`src/rtl/pipe_stage3_reduce.sv`:
```
// Third pipeline stage: per-vector MAC / sum-of-squares / max reduction or element-wise multiply.
// Optional feature macro PIPE_STAGE3_SAT_EN: saturating accumulation with sticky overflow_o.
module pipe_stage3_reduce #(
   parameter int DATA_W = 16,
   parameter int ACC_W  = 40,
   parameter int CNT_W  = 12
) (
   input  logic                     CLK_i,
   input  logic                     RST_i,
   input  logic                     stall_i,
   input  logic                     valid_i,
   input  logic signed [DATA_W-1:0] operand1_i,
   input  logic signed [DATA_W-1:0] operand2_i,
   input  logic [1:0]               mode_i,
   input  logic                     stage_boundary_i,
   output logic                     stall_o,
   output logic signed [ACC_W-1:0]  result_o,
   output logic                     result_valid_o,
   output logic [CNT_W-1:0]         count_o,
   output logic                     busy_o,
   output logic                     overflow_o,
   output logic                     mode_err_o
);
   localparam int PW = 2 * DATA_W;

   typedef enum logic [1:0] {MODE_MAC = 2'b00, MODE_MUL = 2'b01,
                             MODE_SSQ = 2'b10, MODE_MAX = 2'b11} mode_t;
   typedef enum logic {IDLE, ACCUM} state_t;

   state_t state, state_nx;
   mode_t  mode_lat, mode_nx, mode_eff;
   logic   err_nx;

   logic signed [PW-1:0]    a_x, b_x, prod_nx;
   logic                    v1, bnd1, first1, v2;
   mode_t                   mode1;
   logic signed [PW-1:0]    p1;
   logic signed [ACC_W-1:0] p_ext, acc, acc_nx, add_res;
   logic [CNT_W-1:0]        cnt, cnt_nx;

   assign stall_o = stall_i;
   assign busy_o  = (state == ACCUM) | v1 | v2;

   // Mode is decided at acceptance: live mode_i on a vector's first element, latched copy afterwards.
   always_comb begin
      state_nx = state;
      mode_nx  = mode_lat;
      mode_eff = (state == ACCUM) ? mode_lat : mode_t'(mode_i);
      err_nx   = 1'b0;
      if (valid_i) begin
         if (state == IDLE) begin
            mode_nx = mode_t'(mode_i);
            if (!stage_boundary_i) state_nx = ACCUM;
         end else begin
            err_nx = (mode_t'(mode_i) != mode_lat);
            if (stage_boundary_i) state_nx = IDLE;
         end
      end
   end

   always_ff @(posedge CLK_i) begin
      if (RST_i) begin
         state      <= IDLE;
         mode_lat   <= MODE_MAC;
         mode_err_o <= 1'b0;
      end else if (!stall_i) begin
         state      <= state_nx;
         mode_lat   <= mode_nx;
         mode_err_o <= err_nx;
      end
   end

   assign a_x = PW'(operand1_i);
   assign b_x = PW'(operand2_i);

   always_comb begin
      prod_nx = a_x * b_x;
      case (mode_eff)
         MODE_SSQ: prod_nx = a_x * a_x;
         MODE_MAX: prod_nx = a_x;
         default:  prod_nx = a_x * b_x;
      endcase
   end

   always_ff @(posedge CLK_i) begin
      if (RST_i) begin
         v1     <= 1'b0;
         bnd1   <= 1'b0;
         first1 <= 1'b0;
         mode1  <= MODE_MAC;
         p1     <= '0;
      end else if (!stall_i) begin
         v1     <= valid_i;
         bnd1   <= stage_boundary_i;
         first1 <= (state == IDLE);
         mode1  <= mode_eff;
         p1     <= prod_nx;
      end
   end

   assign p_ext = ACC_W'(p1);

`ifdef PIPE_STAGE3_SAT_EN
   localparam logic signed [ACC_W-1:0] ACC_MAX = {1'b0, {(ACC_W-1){1'b1}}};
   localparam logic signed [ACC_W-1:0] ACC_MIN = {1'b1, {(ACC_W-1){1'b0}}};
   logic signed [ACC_W:0] sum_w;
   logic                  add_clip, ovf;

   // One guard bit: a clip is a disagreement between the guard and the result sign.
   assign sum_w = {acc[ACC_W-1], acc} + {p_ext[ACC_W-1], p_ext};

   always_comb begin
      add_res  = sum_w[ACC_W-1:0];
      add_clip = 1'b0;
      if (sum_w[ACC_W] != sum_w[ACC_W-1]) begin
         add_clip = 1'b1;
         add_res  = sum_w[ACC_W] ? ACC_MIN : ACC_MAX;
      end
   end

   always_ff @(posedge CLK_i) begin
      if (RST_i) begin
         ovf <= 1'b0;
      end else if (!stall_i && v1 && mode1 != MODE_MUL) begin
         if (first1)                            ovf <= 1'b0;
         else if (mode1 != MODE_MAX && add_clip) ovf <= 1'b1;
      end
   end

   assign overflow_o = ovf;
`else
   assign add_res    = acc + p_ext;
   assign overflow_o = 1'b0;
`endif

   always_comb begin
      cnt_nx = first1 ? CNT_W'(1) : ((&cnt) ? cnt : cnt + CNT_W'(1));
      acc_nx = acc;
      if (first1)                 acc_nx = p_ext;
      else if (mode1 == MODE_MAX) acc_nx = (p_ext > acc) ? p_ext : acc;
      else                        acc_nx = add_res;
   end

   always_ff @(posedge CLK_i) begin
      if (RST_i) begin
         v2             <= 1'b0;
         acc            <= '0;
         cnt            <= '0;
         result_o       <= '0;
         count_o        <= '0;
         result_valid_o <= 1'b0;
      end else if (!stall_i) begin
         v2             <= v1;
         result_valid_o <= 1'b0;
         if (v1) begin
            if (mode1 == MODE_MUL) begin
               result_o       <= p_ext;
               count_o        <= CNT_W'(1);
               result_valid_o <= 1'b1;
            end else begin
               acc <= acc_nx;
               cnt <= cnt_nx;
               if (bnd1) begin
                  result_o       <= acc_nx;
                  count_o        <= cnt_nx;
                  result_valid_o <= 1'b1;
               end
            end
         end
      end
   end
endmodule
```
`config.mk`:
```
export PLATFORM = sky130hd
export DESIGN_NAME = pipe_stage3_reduce
export DESIGN_NICKNAME = d
export VERILOG_FILES = /design/src/rtl/pipe_stage3_reduce.sv
export SDC_FILE = /design/constraint.sdc
export NUM_CORES = 2
export LEC_CHECK = 0
export ABC_AREA = 0
export BUFFER_PORTS_ARGS = -buffer_cell sky130_fd_sc_hd__buf_4
export CORE_MARGIN = 5
export CORE_UTILIZATION = 33
export DETAILED_ROUTE_END_ITERATION = 10
export GPL_TIMING_DRIVEN = 0
export SYNTH_ARGS = -nofsm -noshare
export SYNTH_HDL_FRONTEND = slang
export SYNTH_SLANG_ARGS = --single-unit
```
`constraint.sdc`:
```
create_clock -name CLK_i -period 9.6 [get_ports CLK_i]
set_input_delay 0.96 -clock CLK_i [delete_from_list [all_inputs] [get_ports CLK_i]]
set_output_delay 0.96 -clock CLK_i [all_outputs]
set_load 0.05 [all_outputs]
```
==> summary.log <==
INFO  yosys          netlist.top_cell.by_area=sky130_fd_sc_hd__fa_1
INFO  finish         nFillCells=8988
INFO  detailed_routing route.final.wire_length=94700um
INFO  clocking       postCtsResizedCells=0
INFO  yosys          ys.flop_type=sky130_fd_sc_hd__dfxtp_1
INFO  grt            globalRouteTotalUtil=20.5%
INFO  clocking       cts.sink_count=147
INFO  yosys          syn-mean-instance-area=8.47squm
INFO  sta            unrepaired_setup_endpoints_after_global_routing=false
INFO  detailed_routing via_per_inst=5.22
INFO  die            die-height=304um
INFO  placed_design  io_buffers=89
INFO  yosys          postSynthCellCount=3367
INFO  clocking       holdBufCountCts=0
INFO  clocking       cts_buffer_count=17
INFO  setup_path     worst_ep_required_time=9880ps
INFO  yosys          synth_async_sr_flop_share=0%
INFO  grt            pin_count_of_the_biggest_net_entering_global_routing=24
INFO  grt            grt_first_pass_wirelength=148000um
INFO  yosys          synth-warning-count=0
INFO  yosys          yosys-top-cells-area=sky130_fd_sc_hd__fa_1 (35%), sky130_fd_sc_hd__ha_1 (11%), sky130_fd_sc_hd__dfxtp_1 (10%), sky130_fd_sc_hd__inv_1 (9.2%), sky130_fd_sc_hd__nand2_1 (4.4%)
INFO  die            initial_core_util=33.4%
INFO  die            design.core.area=85400squm
INFO  yosys          postSynthNetCount=4156
INFO  clocking       cts.clk_slew.worst_paths=70ps
INFO  sta            tightest_slew=1130ps
INFO  die            io_pins=96
INFO  detailed_routing num_vias=24200
INFO  clocking       h-tree-depth=4
INFO  worst_hold_path min-delay-path-class=flop to flop
INFO  sta            finalSetupViolations=0
INFO  setup_path     worst-path-max-fanout=10
INFO  detailed_routing drt_first_iter_violations=1981
INFO  finish         share_of_post_route_cells_with_drive_strength_above_1=4.76%
INFO  setup_path     setup.worst_path.start_class=primary input
INFO  detailed_routing drt_pass1_iterations=8
INFO  sta            finalMaxSlewViolations=0
INFO  clocking       cts_setup_buffers=0
INFO  sta            period_minus_slack=8710ps
INFO  yosys          synth_seq_cells=147
INFO  finish         commonest_cells_after_routing_fill_and_taps_aside=sky130_fd_sc_hd__inv_1 (699), sky130_fd_sc_hd__fa_1 (496), sky130_fd_sc_hd__nand2_1 (331)
INFO  sta            timing_hold_violations_final=0
INFO  sta            fin_tns_setup=0ps
INFO  yosys          seq_area_frac_synth=10.3%
INFO  sta            max_slew_margin=24.8%
INFO  yosys          synth_edf_count=0
INFO  clocking       tritoncts_clock_tree=yes
INFO  grt            via_count_of_the_first_global_routing_pass=25100
INFO  detailed_routing drt_drc_violations_left=0
INFO  sta            clock_skew=14.8ps
INFO  sta            layout_worst_path_cycle_share=90.7%
INFO  job            max-cap-violations=0
INFO  detailed_routing avgRoutedWirePerCell=20.4um
INFO  placed_design  globalplace.congestion=0.947
INFO  yosys          cell_area_after_synthesis=28500squm
INFO  grt            antenna_found_initial=4
INFO  placed_design  dp_hpwl=77300um
INFO  yosys          synth_largest_type_area_fraction=34.8%
INFO  clocking       clk-insertion-delay-late=440ps
INFO  yosys          ys_types=82
INFO  finish         final_net_count=4265
INFO  die            chip_width=304um
INFO  finish         area_growth_syn_to_layout=9.66%
INFO  setup_path     crit_path_end_kind=flop
INFO  detailed_routing drt.antenna.violating_nets=0
INFO  die            floorplan.rows=107
INFO  grt            grt_remaining_overflow=0
INFO  setup_path     criticalPathCategory=primary input to flop
INFO  clocking       clock_tree.root_cell=sky130_fd_sc_hd__clkbuf_16
INFO  status         result_of_the_run=finished, final reports clean
INFO  finish         layout.cells.most_common=sky130_fd_sc_hd__inv_1
INFO  sta            timing_limited_maximum_frequency=115MHz
INFO  setup_path     timing.critical_path.arrival=8990ps
INFO  clocking       clk_path_buf_depth=2
INFO  die            total_die_area=92400squm
cells by family (layout without fill, tap and decap cells):
kind of cell / after synthesis / count (layout) / share of synthesized area, %
flops: 147 / 147 / 10.3
mux: 15 / 15 / 0.540
buf+inv: 858 / 980 / 11.5
compound gates: 597 / 597 / 13.8
simple gates: 882 / 882 / 14.3
fa+ha+maj: 750 / 750 / 46.0
other cells: 1 / 4 / 0.0132
xor+xnor: 117 / 117 / 3.59
layout make-up:
class	count	area (sq um)	area share, %
multi-input cells	2362	22300	71.3
flip-flops and latches	147	2940	9.41
inverters	703	2640	8.44
well taps	1144	1430	4.58
repair buffers	90	673	2.15
plain buffers	155	627	2.00
clock buffers	19	443	1.42
clock inverters	13	198	0.632
diodes	3	7.51	0.0240
stage by stage:
step | cell area, sq um | cells | hold slack, ps | setup WS [ps] | utilization [%]
floorplan | 28500 | 3367 | 441 | 2560 | -
global placement | 30600 | 4600 | 450 | 566 | 35.8
detailed placement | 30600 | 4600 | 453 | 618 | 35.8
CTS | 31300 | 4632 | 463 | 1040 | 36.6
global route | 31300 | 4635 | 496 | 658 | 36.6
finish | 31300 | 4636 | 463 | 892 | 36.6
layer usage:
| layer | wire length, um | vias to the layer above | track usage, % |
|---|---|---|---|
| met5 | 0 | - | 0 |
| met4 | 2900 | 0 | 5.79 |
| met3 | 6600 | 136 | 3.16 |
| met2 | 44800 | 951 | 34.5 |
| met1 | 40500 | 12200 | 27.4 |
| li1 | - | 10900 | - |
worst max-delay path, stage by stage:
cell,delay (ps)
sky130_fd_sc_hd__buf_4,170
sky130_fd_sc_hd__clkbuf_1,580
sky130_fd_sc_hd__clkbuf_1,560
sky130_fd_sc_hd__nand2_1,190
sky130_fd_sc_hd__inv_1,170
sky130_fd_sc_hd__fa_1,500
sky130_fd_sc_hd__fa_1,920
sky130_fd_sc_hd__inv_1,120
sky130_fd_sc_hd__fa_1,480
sky130_fd_sc_hd__fa_1,540
sky130_fd_sc_hd__inv_1,50
sky130_fd_sc_hd__fa_1,500
sky130_fd_sc_hd__fa_1,420
sky130_fd_sc_hd__ha_1,410
sky130_fd_sc_hd__nand3_1,90
sky130_fd_sc_hd__nor3_1,230
sky130_fd_sc_hd__a2111oi_0,180
sky130_fd_sc_hd__or3_1,500
sky130_fd_sc_hd__o21ai_0,440
sky130_fd_sc_hd__a31oi_1,190
sky130_fd_sc_hd__xnor2_1,600
sky130_fd_sc_hd__o32ai_1,150
sequential cells by signal (all words and copies together), names as in the netlist, 2 cells and up:
register  cells
mode1         2
acc          40
result_o     40
count_o      12
mode_lat      2
cnt          12
p1           32
cells in the mapped netlist (30+ instances only):
cell,count
sky130_fd_sc_hd__xnor2_1,83
sky130_fd_sc_hd__ha_1,254
sky130_fd_sc_hd__inv_1,699
sky130_fd_sc_hd__dfxtp_1,147
sky130_fd_sc_hd__fa_1,496
sky130_fd_sc_hd__a21oi_1,182
sky130_fd_sc_hd__xor2_1,34
sky130_fd_sc_hd__a211oi_1,39
sky130_fd_sc_hd__o21ai_0,97
sky130_fd_sc_hd__clkbuf_1,132
sky130_fd_sc_hd__nor3_1,34
sky130_fd_sc_hd__nand2_1,331
sky130_fd_sc_hd__a221oi_1,30
sky130_fd_sc_hd__o22ai_1,30
sky130_fd_sc_hd__nor2_1,229
sky130_fd_sc_hd__and2_1,127
worst paths after layout:
check        cells after the start      endpoint  slack, ps           start
max                             22        p1[31]        890  operand1_i[15]
min                              2  result_o[30]        460    result_o[30]
max reg2reg                     13  result_o[31]       4390          p1[31]
min reg2reg                      2  result_o[30]        460    result_o[30]
Power is not shown: default switching activity piles up to over one toggle a cycle in this logic, so the estimate is an artifact.
